<file path="src/rtl/sump_pkg.sv">
// Shared opcodes, trigger-stage register select and ID reply FSM states for the SUMP command path.
// Pure declarations: no latency, no backpressure.
package sump_pkg;

  localparam logic [7:0] OPC_RESET    = 8'h00;
  localparam logic [7:0] OPC_RUN      = 8'h01;
  localparam logic [7:0] OPC_ID       = 8'h02;
  localparam logic [7:0] OPC_XON      = 8'h11;
  localparam logic [7:0] OPC_XOFF     = 8'h13;
  localparam logic [7:0] OPC_DIV      = 8'h80;
  localparam logic [7:0] OPC_CNT      = 8'h81;
  localparam logic [7:0] OPC_FLAGS    = 8'h82;
  localparam logic [7:0] OPC_TRG_BASE = 8'hC0;
  localparam logic [7:0] OPC_TRG_MASK = 8'hF0;

  typedef enum logic [1:0] {
    STG_MASK   = 2'd0,
    STG_VALUE  = 2'd1,
    STG_CONFIG = 2'd2
  } stg_reg_e;

  typedef enum logic {
    ID_IDLE = 1'b0,
    ID_SEND = 1'b1
  } id_state_e;

endpackage

</file>
<file path="src/rtl/sump_id_sender.sv">
// Streams the ID word to the UART TX byte by byte, low byte first; first byte valid 1 cycle after start.
// Each byte is held with tx_stb high until tx_ack; abort drops the reply on the next edge.
module sump_id_sender
  import sump_pkg::*;
#(
  parameter int WORD_BITS = 8,
  parameter int CMD_WORDS = 4,
  parameter logic [WORD_BITS*CMD_WORDS-1:0] ID_WORD = 32'h534C_4131
) (
  input  logic                 clk,
  input  logic                 rst_n,
  input  logic                 start,
  input  logic                 abort,
  input  logic                 tx_ack,
  output logic                 busy,
  output logic [WORD_BITS-1:0] tx_data,
  output logic                 tx_stb
);

  localparam int IDX_W = (CMD_WORDS > 1) ? $clog2(CMD_WORDS) : 1;
  localparam logic [IDX_W-1:0] IDX_LAST = IDX_W'(CMD_WORDS - 1);

  id_state_e        state, state_nx;
  logic [IDX_W-1:0] idx, idx_nx;

  always_ff @(posedge clk) begin
    if (!rst_n) begin
      state <= ID_IDLE;
      idx   <= '0;
    end else begin
      state <= state_nx;
      idx   <= idx_nx;
    end
  end

  // Abort takes priority over a coincident ack so a soft reset always leaves the TX idle.
  always_comb begin
    state_nx = state;
    idx_nx   = idx;
    if (abort) begin
      state_nx = ID_IDLE;
      idx_nx   = '0;
    end else begin
      case (state)
        ID_IDLE: begin
          if (start) begin
            state_nx = ID_SEND;
            idx_nx   = '0;
          end
        end
        ID_SEND: begin
          if (tx_ack) begin
            if (idx == IDX_LAST) begin
              state_nx = ID_IDLE;
              idx_nx   = '0;
            end else begin
              idx_nx = idx + 1'b1;
            end
          end
        end
        default: state_nx = ID_IDLE;
      endcase
    end
  end

  always_comb begin
    tx_stb  = 1'b0;
    busy    = 1'b0;
    tx_data = '0;
    if (state == ID_SEND) begin
      tx_stb  = 1'b1;
      busy    = 1'b1;
      tx_data = ID_WORD[idx*WORD_BITS +: WORD_BITS];
    end
  end

endmodule

</file>
<file path="src/rtl/sump_cmd_ctrl.sv">
// Decodes SUMP commands into config registers, run/soft-reset pulses and the ID reply; all effects 1 cycle after stb_i.
// No backpressure on commands; the ID reply waits on tx_ack_i per byte.
module sump_cmd_ctrl
  import sump_pkg::*;
#(
  parameter int WORD_BITS  = 8,
  parameter int CMD_WORDS  = 4,
  parameter int TRG_STAGES = 4,
  parameter int DIV_BITS   = 24,
  parameter int CNT_BITS   = 16,
  parameter logic [WORD_BITS*CMD_WORDS-1:0] ID_WORD = 32'h534C_4131
) (
  input  logic                           clk_i,
  input  logic                           rst_in,
  input  logic [WORD_BITS-1:0]           opc_i,
  input  logic [WORD_BITS*CMD_WORDS-1:0] cmd_i,
  input  logic                           stb_i,
  output logic [DIV_BITS-1:0]            div_o,
  output logic [CNT_BITS-1:0]            read_cnt_o,
  output logic [CNT_BITS-1:0]            delay_cnt_o,
  output logic [WORD_BITS*CMD_WORDS-1:0] flags_o,
  output logic                           stg_we_o,
  output logic [1:0]                     stg_sel_o,
  output logic [1:0]                     stg_reg_o,
  output logic [WORD_BITS*CMD_WORDS-1:0] stg_data_o,
  output logic                           run_o,
  output logic                           soft_rst_o,
  output logic                           xoff_o,
  output logic                           busy_o,
  output logic [WORD_BITS-1:0]           tx_data_o,
  output logic                           tx_stb_o,
  input  logic                           tx_ack_i
);

  logic do_reset, do_run, do_id, do_xon, do_xoff;
  logic do_div, do_cnt, do_flags, do_trg;

  assign do_reset = stb_i && (opc_i == OPC_RESET);
  assign do_run   = stb_i && (opc_i == OPC_RUN);
  assign do_id    = stb_i && (opc_i == OPC_ID);
  assign do_xon   = stb_i && (opc_i == OPC_XON);
  assign do_xoff  = stb_i && (opc_i == OPC_XOFF);
  assign do_div   = stb_i && (opc_i == OPC_DIV);
  assign do_cnt   = stb_i && (opc_i == OPC_CNT);
  assign do_flags = stb_i && (opc_i == OPC_FLAGS);
  // Register select 3 and stages beyond the configured count are silently dropped.
  assign do_trg   = stb_i && ((opc_i & OPC_TRG_MASK) == OPC_TRG_BASE)
                    && (opc_i[1:0] <= 2'(STG_CONFIG))
                    && (int'(opc_i[3:2]) < TRG_STAGES);

  always_ff @(posedge clk_i) begin
    if (!rst_in) begin
      div_o       <= '0;
      read_cnt_o  <= '0;
      delay_cnt_o <= '0;
      flags_o     <= '0;
      stg_we_o    <= 1'b0;
      stg_sel_o   <= '0;
      stg_reg_o   <= '0;
      stg_data_o  <= '0;
      run_o       <= 1'b0;
      soft_rst_o  <= 1'b0;
      xoff_o      <= 1'b0;
    end else begin
      run_o      <= do_run;
      soft_rst_o <= do_reset;
      stg_we_o   <= do_trg;
      if (do_reset) begin
        div_o       <= '0;
        read_cnt_o  <= '0;
        delay_cnt_o <= '0;
        flags_o     <= '0;
        xoff_o      <= 1'b0;
      end else begin
        if (do_xon)   xoff_o <= 1'b0;
        if (do_xoff)  xoff_o <= 1'b1;
        if (do_div)   div_o  <= cmd_i[DIV_BITS-1:0];
        if (do_cnt) begin
          read_cnt_o  <= cmd_i[CNT_BITS-1:0];
          delay_cnt_o <= cmd_i[CNT_BITS +: CNT_BITS];
        end
        if (do_flags) flags_o <= cmd_i;
      end
      // Stage address/data hold after the pulse so the owner can sample late.
      if (do_trg) begin
        stg_sel_o  <= opc_i[3:2];
        stg_reg_o  <= opc_i[1:0];
        stg_data_o <= cmd_i;
      end
    end
  end

  sump_id_sender #(
    .WORD_BITS (WORD_BITS),
    .CMD_WORDS (CMD_WORDS),
    .ID_WORD   (ID_WORD)
  ) u_id_sender (
    .clk     (clk_i),
    .rst_n   (rst_in),
    .start   (do_id),
    .abort   (do_reset),
    .tx_ack  (tx_ack_i),
    .busy    (busy_o),
    .tx_data (tx_data_o),
    .tx_stb  (tx_stb_o)
  );

endmodule

</file>
<file path="config.mk">
export PLATFORM = sky130hd
export DESIGN_NAME = sump_cmd_ctrl
export DESIGN_NICKNAME = d
export VERILOG_FILES = /design/src/rtl/sump_pkg.sv /design/src/rtl/sump_id_sender.sv /design/src/rtl/sump_cmd_ctrl.sv
export SDC_FILE = /design/constraint.sdc
export NUM_CORES = 1
export LEC_CHECK = 0
export BUFFER_PORTS_ARGS = -buffer_cell sky130_fd_sc_hd__buf_2
export CAP_MARGIN = 20
export CORE_MARGIN = 5
export CORE_UTILIZATION = 45
export CTS_BUF_LIST = sky130_fd_sc_hd__clkbuf_16
export CTS_CLUSTER_DIAMETER = 40
export DETAILED_ROUTE_END_ITERATION = 7
export PLACE_DENSITY = 0.76
export SETUP_SLACK_MARGIN = 0.2
export SLEW_MARGIN = 20
export SYNTH_ARGS = -nofsm -noshare
export SYNTH_HDL_FRONTEND = slang
export SYNTH_SLANG_ARGS = --single-unit
</file>
<file path="constraint.sdc">
create_clock -name clk_i -period 2.1 [get_ports clk_i]
set_clock_uncertainty 0.15 [all_clocks]
set_input_delay 0.63 -clock clk_i [delete_from_list [all_inputs] [get_ports clk_i]]
set_output_delay 0.63 -clock clk_i [all_outputs]
set_load 0.02 [all_outputs]
</file>
-- After elaboration in Yosys (flattened, before gate mapping)
Cells that the tools add are included.
- add/subtract/negate cells: 1
- $lt $le $gt $ge: 1
- equality and inequality tests: 11
- shift operators: 1
- mux-type cells: 12
- bitwise gates (word level): 2
- reduce and logical (&&, ||, !) cells: 14
- operator list (cell ; count):
    $shiftx A32 B6 Y8 const A ; 1
    $eq A8 B8 Y1 const B ; 3
    $eq A8 B5 Y1 const B ; 2
    $logic_and A1 B1 Y1 ; 10
    $eq A8 B1 Y1 const B ; 1
    $eq A8 B2 Y1 const B ; 1
    $logic_not A8 Y1 ; 1
    $mux W8 ; 1
    $mux W1 ; 6
    $mux W2 ; 3
    $eq A4 B4 Y1 const B ; 1
    $ne A2 B2 Y1 const B ; 2
    $pmux W2 S2 ; 1
    $add A2 B1 Y2 const B ; 1
    $eq A2 B2 Y1 const B ; 1
    $le A2 B2 Y1 const B ; 1
    $not A1 Y1 ; 2
    $pmux W1 S2 ; 1
    $reduce_and A2 Y1 ; 1
    $reduce_bool A2 Y1 ; 1
    $reduce_or A2 Y1 ; 1
- bits in registers: 131
- input bits: 44
- output and inout bits: 138
- word-level logic and storage cells: 55

-- Depth between registers and ports, before layout
Gate-level depths: netlist (run 1).
- depth after elaboration: 4
- mapped depth: 6

-- Modules after synthesis
Synthesis (run 1) repeated with hierarchy kept, for this count alone.
- cell total of the unflattened synthesis: 648
- area, all modules: 5594.1 um^2
- by module, submodules not included (module ; times used ; cells an instance ; area each (um^2)):
    sump_cmd_ctrl ; 1 ; 615 ; 5302.6
    sump_id_sender ; 1 ; 33 ; 291.5

-- Worst setup path after synthesis (run 1)
No wires, ideal clock.
- path kind: input port to flip-flop
- from: input opc_i[3]
- to: register flags_o[15]
- arrival: 1841 ps
- data required time: 1829 ps
- path slack: -13 ps
- stages on the path: 5
- cells stage by stage: or4b_1 -> buf_4 -> buf_2 -> o31ai_2 -> a21oi_1
- cells in the longest elaborated chain, start to end: 3
- elaborated cells on any way between the ends: 5
- RTL lines (item ; line ; text):
    from (decl) ; sump_cmd_ctrl.sv:15 ; input logic [WORD_BITS-1:0] opc_i,
    $logic_not A8 Y1 ; sump_cmd_ctrl.sv:38 ; assign do_reset = stb_i && (opc_i == OPC_RESET);
    $logic_and A1 B1 Y1 ; sump_cmd_ctrl.sv:38 ;
    $reduce_or A2 Y1 (no line) ; -- ;
    to (signal assigned) ; sump_cmd_ctrl.sv:82 ; if (do_flags) flags_o <= cmd_i;
    to (decl) ; sump_cmd_ctrl.sv:21 ; output logic [WORD_BITS*CMD_WORDS-1:0] flags_o,
Several ways; a longest one is shown, not always the timed one.
A chain may end at the register's enable or synchronous reset.

-- Worst setup path after layout (run 1)
- from: register u_id_sender.idx[0]
- to: output tx_data_o[1]
- cells in the longest elaborated chain, start to end: 2
- RTL lines (item ; line ; text):
    from (decl) ; sump_id_sender.sv:24 ; logic [IDX_W-1:0] idx, idx_nx;
    from (signal assigned) ; sump_id_sender.sv:32 ; idx <= idx_nx;
    $shiftx A32 B6 Y8 ; sump_id_sender.sv:73 ; tx_data = ID_WORD[idx*WORD_BITS +: WORD_BITS];
    $mux W8 ; sump_id_sender.sv:70 ; if (state == ID_SEND) begin
    to (decl) ; sump_cmd_ctrl.sv:30 ; output logic [WORD_BITS-1:0] tx_data_o,
Every way passes these cells.

==> run summary, run 1 <==
Post-Synthesis Cell Area -> 5870 sq um
via count -> 6304
Initial Utilization -> 46.1%
CTS tree -> built
f_max -> 0.473 GHz
Num CTS Buffers -> 17
Leak Pwr -> 2.99 nW
crit-path max cell delay -> 0.36 ns
CP Launch Type -> flop
outcome -> finished, violations left
final worst slack -> -0.0152 ns
final hold violation count -> 0
Power Density -> 807 nW/um^2
Tcrit/Tclk final -> 101%
EDFF count, synth -> 0
drt total wl -> 20600 um
Hold Buf Count CTS -> 0
Max stage delay cell, worst path -> dfxtp_4
Worst-path clk slew -> 0.06 ns
Slew Limit Fails -> 0
Hold Path Stages -> 2
Syn Inst Count -> 650
most frequent cells in the layout -> buf_2 (173), dfxtp_1 (128), a21oi_1 (126)
Post-DRT Antenna Nets -> 0
maximum VDD drop -> 0.000410 V
largest net degree at the start of global routing -> 63
Layout area overhead -> 33.4%
Hold WC Path Type -> flop to flop
Die H -> 124 um
die area -> 15400 sq um
htree depth -> 4
clk buf depth -> 2
Congestion Overflow GR -> 0
share of layout cells above drive strength 1 -> 36.0%
Synth Area per Inst -> 9.03 sq um
initial antenna violation count -> 1
Main synth FF type -> dfxtp_1
drt pass-1 iters -> 6
crit path cell chain -> ha_1 > and2_1 > buf_2
DIE WIDTH -> 124 um
violated checks -> negative setup slack
drc violations -> 0
hpwl dp -> 13400 um
Finished Layout Cells -> 978
post-synth net total -> 699
Async SR Flop Fraction -> 0%
cell count after placement -> 943
Crit path depth -> 3
num ports -> 182
fin util -> 61.5%
final setup violation count -> 2
Port Buffers -> 180
Yosys Warn Count -> 0
number of global-route vias before repair -> 5983
routed length per placed instance -> 21.1 um
commonest non-fill, non-tap cell in the layout -> buf_2
All-Layer GR Usage -> 25.4%
first-pass GRT wire length -> 32400 um
RSZ-0062 raised after global routing -> yes
GP Congestion -> 0.806
Max-cap violations -> 0
cell count of the worst reg-to-reg path -> 3
WHS -> 0.314 ns
crit path DAT -> 1.34 ns
DRT iter0 DRCs -> 907
Nets -> 841
CP Class -> flop to primary output
crit path capture type -> primary output
crit-path max FO -> 3
sum of buffers and inverters on the critical path -> 1
Yosys cell types -> 34
num rows -> 41
Clock Latency Late Sink -> 0.42 ns
Root Buffer -> clkbuf_16
sequential area share after synthesis -> 44.7%
Tmin final -> 2.12 ns
critical path's top delay family -> flip-flops
#FFs+latches synth -> 131
core area -> 12700 sq um
clock sink count -> 131
vias per cell -> 6.45
Worst EP required -> 1.32 ns
==> final timing paths <==
check | start | to | slack (ns)
worst max register to register | u_id_sender.idx[0]$_SDFFE_PP0P_ | u_id_sender.idx[0]$_SDFFE_PP0P_ | 0.82
worst max-delay path | u_id_sender.idx[0]$_SDFFE_PP0P_ | tx_data_o[1] | -0.02
worst min-delay path | flags_o[18]$_SDFFE_PP0P_ | flags_o[18]$_SDFFE_PP0P_ | 0.31
worst min register to register | flags_o[18]$_SDFFE_PP0P_ | flags_o[18]$_SDFFE_PP0P_ | 0.31
==> synth_stat cells, types with 2 or more instances <==
library cell    n  area share [%]
a311o_1         2            0.34
nor4_1          2            0.21
nor3_1          2            0.17
ha_1            5             1.1
o31ai_1       104              13
clkbuf_1       61             3.9
buf_6           3            0.58
buf_4           9             1.2
nand4_1       124              13
or4b_1          2            0.34
nand3_1         2            0.17
nand2_1         5            0.32
nor2b_1         3            0.32
nor4b_2         2            0.51
and2_1          5            0.53
inv_1           3            0.19
buf_2          20             1.7
buf_1           5            0.32
a31oi_1         2            0.21
dfxtp_1       131              45
a21oi_1       126              11
o31ai_2        20             4.3
==> cell type report <==
class                      count  area, sq um
fill                        1100         4890
multi-input combinational    417         2870
sequential                   131         2630
timing repair buffer         221         1430
clock buffer                  17          425
clock inverter                15          235
tap                          172          215
inverter                       4         23.8
antenna                        1         2.50
==> where the power goes <==
group / switching, W / internal (W)
clock network: 0.00113 / 0.00222
registers: 0.00000613 / 0.00249
logic: 0.000341 / 0.000136
==> state kept, by name, indices dropped and copies added, names as in the netlist <==
signal / cells
stg_we_o: 1
stg_sel_o: 2
xoff_o: 1
stg_reg_o: 2
run_o: 1
div_o: 24
u_id_sender.idx: 2
delay_cnt_o: 16
read_cnt_o: 16
flags_o: 32
soft_rst_o: 1
stg_data_o: 32
u_id_sender.state: 1
==> worst reg2reg max path, stage by stage (launching register included) <==
cell and delay (ns):
dfxtp_4 0.36, ha_1 0.23, o32a_1 0.34, a21oi_1 0.13
==> kinds of logic after synthesis <==
logic type               after synthesis  share of synthesized area, %
AND/OR/NAND/NOR                      153                          16.8
flip-flops                           131                          44.7
adder cells (fa/ha/maj)                5                          1.07
buffers and inverters                102                          7.91
other                                  1                        0.0639
AO/OA/AOI/OAI                        258                          29.5
==> metal layers <==
layer	GRT usage [%]	part of all wire [%]
met1	34.3	41
met2	38.1	45
met3	7.98	12
met4	9.22	2.5
met5	0	0
==> through the flow <==
step / setup WS (ns) / total power [W] / area [sq um] / TNS [ns]
2_1_floorplan: 0.0449 / 0.00280 / 5940 / 0
6_report: -0.0152 / 0.00632 / 7830 / -0.0168
3_3_place_gp: -0.0849 / 0.00301 / 7090 / -4.87
4_1_cts: -0.0112 / 0.00631 / 7810 / -0.0196
5_1_grt: -0.0582 / 0.00648 / 7830 / -0.230
3_5_place_dp: -0.131 / 0.00302 / 7090 / -6.88
==> timing repair <==
item,4_1_cts,5_1_grt
resized for setup,18,4
hold endpoints to repair,0,0
setup buffers,2,0
setup endpoints to repair,7,10
pin swaps,0,0
(Power assumes the default switching activity.)
==> inputs of run 2 (changes only) <==
--- a/config.mk
+++ b/config.mk
@@ -7,7 +7,6 @@
 export LEC_CHECK = 0
 export BUFFER_PORTS_ARGS = -buffer_cell sky130_fd_sc_hd__buf_2
 export CAP_MARGIN = 20
-export CORE_MARGIN = 5
 export CORE_UTILIZATION = 45
 export CTS_BUF_LIST = sky130_fd_sc_hd__clkbuf_16
 export CTS_CLUSTER_DIAMETER = 40
==> run 2 against run 1 <==
  * The run now ends clean
  * Non-clock buffer count rose by 5
  * Via count down 0.48%
  * Largest power group unchanged
  * Die area down 12%
  * Core utilization grew 0.052 points
  * Sequential power is essentially flat
  * Critical path depth rose by 1
  * Global-route usage up 3.1 points
  * Combinational power is essentially flat
  * Count of clock-buffer cells in the layout is the same
  * Highest routed layer unchanged
  * Register-to-register slack better by 0.03 ns
==> run summary, run 2 (synthesis gave the netlist of run 1 again) <==
commonest non-fill, non-tap cell in the layout -> buf_2
number of global-route vias before repair -> 5579
Max-Slew Margin vs Limit -> 65.6%
crit path capture type -> primary output
area of the multi-input gates -> 2880 sq um
Initial Utilization -> 46.3%
final hold violation count -> 0
setup TNS -> 0 ns
total net switching power -> 0.00141 W
Worst EP required -> 1.32 ns
Nets -> 846
Max-cap violations -> 0
Hold WC Path Type -> input pin to flop
n_diodes -> 0
Congestion Overflow GR -> 0
WHS -> 0.312 ns
die area -> 13500 sq um
outcome -> finished clean
largest net degree at the start of global routing -> 60
cell count after placement -> 947
GP Congestion -> 0.840
Post-DRT Antenna Nets -> 0
final setup violation count -> 0
hold path startpoint -> tx_ack_i
CP Launch Type -> flop
f_max -> 0.481 GHz
drt total wl -> 19400 um
htree depth -> 4
clk buf depth -> 2
Worst-Margin Slew -> 0.508 ns
hpwl dp -> 12700 um
first-pass GRT wire length -> 29600 um
Port Buffers -> 180
share of layout cells above drive strength 1 -> 36.8%
layout filler cell count -> 1109
most frequent cells in the layout -> buf_2 (172), dfxtp_1 (128), a21oi_1 (126)
drt pass-1 iters -> 5
final worst slack -> 0.0210 ns
DIE WIDTH -> 116 um
Num CTS Buffers -> 17
Combinational Power Share -> 8.1%
Root Buffer -> clkbuf_16
Place WS -> -0.125 ns
fin area -> 7800 sq um
num rows -> 41
RSZ-0062 raised after global routing -> yes
CP Class -> flop to primary output
Tcrit/Tclk final -> 99.0%
Cell Int Power -> 0.00446 W
Worst-path clk slew -> 0.05 ns
via count -> 6274
Die H -> 116 um
maximum VDD drop -> 0.000411 V
Tmin final -> 2.08 ns
core area -> 12700 sq um
initial antenna violation count -> 0
crit path DAT -> 1.30 ns
Clock Latency Late Sink -> 0.42 ns
DRT iter0 DRCs -> 840
clock sink count -> 131
clock power share -> 49.3%
Sw Share -> 24.0%
largest registers -> flags_o (32), stg_data_o (32), div_o (24)
All-Layer GR Usage -> 28.5%
drc violations -> 0
register share of total power -> 42.6%
worst r2r src -> u_id_sender.idx[1]$_SDFFE_PP0P_
routed length per placed instance -> 19.8 um
num ports -> 182
Power Density -> 752 nW/um^2
crit-path max FO -> 5
Layout area overhead -> 32.9%
crit path launch -> u_id_sender.idx[0]$_SDFFE_PP0P_
CTS tree -> built
vias per cell -> 6.39
Finished Layout Cells -> 982
Leak Pwr -> 2.99 nW
dpl cell area -> 7120 sq um
Slew Limit Fails -> 0
register area -> 2630 sq um
run 2: cell types whose count changed in the layout (fill, tap and decap cells not counted), moves of 3 or more:
cell / delta
inv_1: +3
ha_1: -4
bufinv_16: -3
clkinv_2: +3
buf_4: +4
ha_2: +4
run 2: final cells by class:
type                    count  area share, %
clock inverters            15           1.92
multi-input cells         417           36.9
clock buffers              17           5.45
well taps                 172           2.76
inverters                   4          0.305
repair buffers            226           18.9
flip-flops and latches    131           33.8
run 2: power by group through the flow:
| stage | Clock, W | Combinational (W) | Sequential, W |
|---|---|---|---|
| floorplan | 0 | 0.000232 | 0.00257 |
| global placement | 0 | 0.000450 | 0.00255 |
| detailed placement | 0 | 0.000461 | 0.00255 |
| CTS | 0.00292 | 0.000464 | 0.00250 |
| global route | 0.00305 | 0.000498 | 0.00250 |
| finish | 0.00290 | 0.000475 | 0.00250 |
run 2: timing repair:
item                       CTS  global route
hold buffers                 0             0
resized for setup           18            13
pin swaps                    0             0
setup buffers                3             0
setup endpoints to repair    7             9
run 2: per-layer routing:
layer | part of all wire [%] | global-route usage (%) | vias to the layer above
li1 | - | - | 2859
met1 | 42 | 40.2 | 2985
met2 | 45 | 40.7 | 387
met3 | 11 | 7.27 | 43
met4 | 2.0 | 12.4 | 0
met5 | 0 | 0 | -
run 2: metrics by stage:
step,power [W],utilization [%]
finish,0.00587,61.6
global route,0.00605,61.6
CTS,0.00588,61.3
detailed placement,0.00302,56.2
global placement,0.00301,56.2
floorplan,0.00280,-
run 2: path summary, 6_finish.rpt:
kind | endpoint | depth (start not counted) | slack [ns]
worst max register to register | u_id_sender.idx[0]$_SDFFE_PP0P_ | 3 | 0.85
worst min register to register | flags_o[25]$_SDFFE_PP0P_ | 2 | 0.31
worst max-delay path | tx_data_o[4] | 4 | 0.02
worst min-delay path | u_id_sender.state$_SDFF_PP0_ | 2 | 0.31
run 2: worst max-delay path: stages (launching register included):
cell and delay [ns]:
dfxtp_4 0.37, inv_6 0.05, ha_4 0.24, nor2b_4 0.11, buf_6 0.12
==> inputs of run 3 (changes only) <==
--- a/config.mk
+++ b/config.mk
@@ -7,11 +7,12 @@
 export LEC_CHECK = 0
 export BUFFER_PORTS_ARGS = -buffer_cell sky130_fd_sc_hd__buf_2
 export CAP_MARGIN = 20
-export CORE_UTILIZATION = 45
+export CORE_UTILIZATION = 46
 export CTS_BUF_LIST = sky130_fd_sc_hd__clkbuf_16
 export CTS_CLUSTER_DIAMETER = 40
+export CTS_CLUSTER_SIZE = 24
 export DETAILED_ROUTE_END_ITERATION = 7
-export PLACE_DENSITY = 0.76
+export PLACE_DENSITY = 0.78
 export SETUP_SLACK_MARGIN = 0.2
 export SLEW_MARGIN = 20
 export SYNTH_ARGS = -nofsm -noshare
==> constraint.sdc (replaced) <==
create_clock -name clk_i -period 2.1 [get_ports clk_i]
set_clock_uncertainty 0.15 [all_clocks]
set_input_delay 0.63 -clock clk_i [delete_from_list [all_inputs] [get_ports clk_i]]
set_output_delay 0.63 -clock clk_i [all_outputs]
set_load 0.01 [all_outputs]
==> run 3 against run 2 <==
  * Global-route usage rose by 0.51 points
  * Sequential power barely moved
  * Combinational power barely moved
  * Critical endpoint unchanged
  * Clock power fell by 8.6%
  * Non-clock buffer count rose by 1
  * Die area fell by 2.1%
  * Via count rose by 0.77%
  * Cell count fell by 0.51%
  * Critical path depth did not move
==> run summary, run 3 (synthesis gave the netlist of run 1 again) <==
clock sink count -> 131
clk buf depth -> 2
register area -> 2630 sq um
Port Buffers -> 180
area of the multi-input gates -> 2870 sq um
Max-Slew Margin vs Limit -> 57.6%
Leak Pwr -> 2.95 nW
crit path capture type -> primary output
Layout area overhead -> 31.8%
drt pass-1 iters -> 6
die area -> 13200 sq um
crit-path max FO -> 5
WHS -> 0.313 ns
crit-path max cell delay -> 0.37 ns
CTS tree -> built
crit path DAT -> 1.30 ns
Congestion Overflow GR -> 0
final worst slack -> 0.0213 ns
Initial Utilization -> 48.1%
maximum VDD drop -> 0.000400 V
largest net degree at the start of global routing -> 60
f_max -> 0.481 GHz
Worst-Margin Slew -> 0.627 ns
CP Class -> flop to primary output
outcome -> finished clean
hpwl dp -> 12800 um
via count -> 6322
num ports -> 182
final hold violation count -> 0
routed length per placed instance -> 20.0 um
Num CTS Buffers -> 17
Max-cap violations -> 0
DRT iter0 DRCs -> 739
fin util -> 63.3%
Tcrit/Tclk final -> 99.0%
CP Launch Type -> flop
Tmin final -> 2.08 ns
commonest non-fill, non-tap cell in the layout -> buf_2
All-Layer GR Usage -> 29.0%
core area -> 12200 sq um
largest registers -> flags_o (32), stg_data_o (32), div_o (24)
Slew Limit Fails -> 0
GP Congestion -> 0.849
Root Buffer -> clkbuf_16
drc violations -> 0
final setup violation count -> 0
Post-DRT Antenna Nets -> 0
Die H -> 115 um
Hold WC Path Type -> flop to flop
most frequent cells in the layout -> buf_2 (178), dfxtp_1 (128), a21oi_1 (126)
drt total wl -> 19600 um
Nets -> 847
Power Density -> 727 nW/um^2
sum of buffers and inverters on the critical path -> 2
share of layout cells above drive strength 1 -> 36.5%
Max stage delay cell, worst path -> dfxtp_4
vias per cell -> 6.47
Worst-path clk slew -> 0.06 ns
RSZ-0062 raised after global routing -> yes
number of global-route vias before repair -> 5545
layout filler cell count -> 1063
Place WS -> -0.114 ns
crit path cell chain -> inv_6 > ha_4 > nor2b_1 > buf_2
Worst EP required -> 1.32 ns
first-pass GRT wire length -> 29700 um
htree depth -> 4
Clock Latency Late Sink -> 0.41 ns
initial antenna violation count -> 0
DIE WIDTH -> 115 um
num rows -> 40
n_diodes -> 0
critical path's top delay family -> flip-flops
run 3: power by group:
group / switching (W) / internal (W) / leakage [nW]
clock: 0.00107 / 0.00158 / 0.248
combinational: 0.000334 / 0.000138 / 1.65
sequential: 0.00000583 / 0.00249 / 1.06
total: 0.00141 / 0.00421 / 2.95
run 3: final timing paths:
| path | startpoint | end | slack, ns | cells past startpoint |
|---|---|---|---|---|
| max | u_id_sender.idx[0]$_SDFFE_PP0P_ | tx_data_o[4] | 0.02 | 4 |
| min | delay_cnt_o[14]$_SDFFE_PP0P_ | delay_cnt_o[14]$_SDFFE_PP0P_ | 0.31 | 2 |
| max reg2reg | u_id_sender.idx[0]$_SDFFE_PP0P_ | u_id_sender.idx[0]$_SDFFE_PP0P_ | 0.79 | 5 |
| min reg2reg | delay_cnt_o[14]$_SDFFE_PP0P_ | delay_cnt_o[14]$_SDFFE_PP0P_ | 0.31 | 2 |
run 3: tightest hold or removal path: stages (launching register included):
cell and delay [ns]:
dfxtp_1 0.30, o31ai_1 0.06, a21oi_1 0.06
run 3: final cells by class:
class                      count  area share (%)
clock buffer                  17            5.50
inverter                       4           0.291
tap                          168            2.72
timing repair buffer         227            19.1
multi-input combinational    417            37.1
sequential                   131            34.0
clock inverter                13            1.25
run 3: repair_timing:
action                     4_1_cts  5_1_grt
setup endpoints to repair        9        7
hold buffers                     0        0
gates cloned                     0        0
resized for setup               17        0
buffers inserted                 3        2
run 3: stage by stage:
stage | setup TNS, ns | total power [W] | cells | cell area (sq um)
global placement | -3.04 | 0.00300 | 942 | 7120
finish | 0 | 0.00562 | 977 | 7730
floorplan | 0 | 0.00279 | 650 | 5940
CTS | 0 | 0.00562 | 975 | 7720
detailed placement | -7.11 | 0.00301 | 942 | 7120
global route | -0.0446 | 0.00578 | 977 | 7730
run 3: routing by layer:
| metal | part of all wire, % | GRT usage (%) | up-vias |
|---|---|---|---|
| li1 | - | - | 2842 |
| met3 | 10 | 7.27 | 48 |
| met5 | 0 | 0 | - |
| met1 | 42 | 40.7 | 3031 |
| met4 | 2.1 | 9.18 | 0 |
| met2 | 46 | 43.6 | 401 |
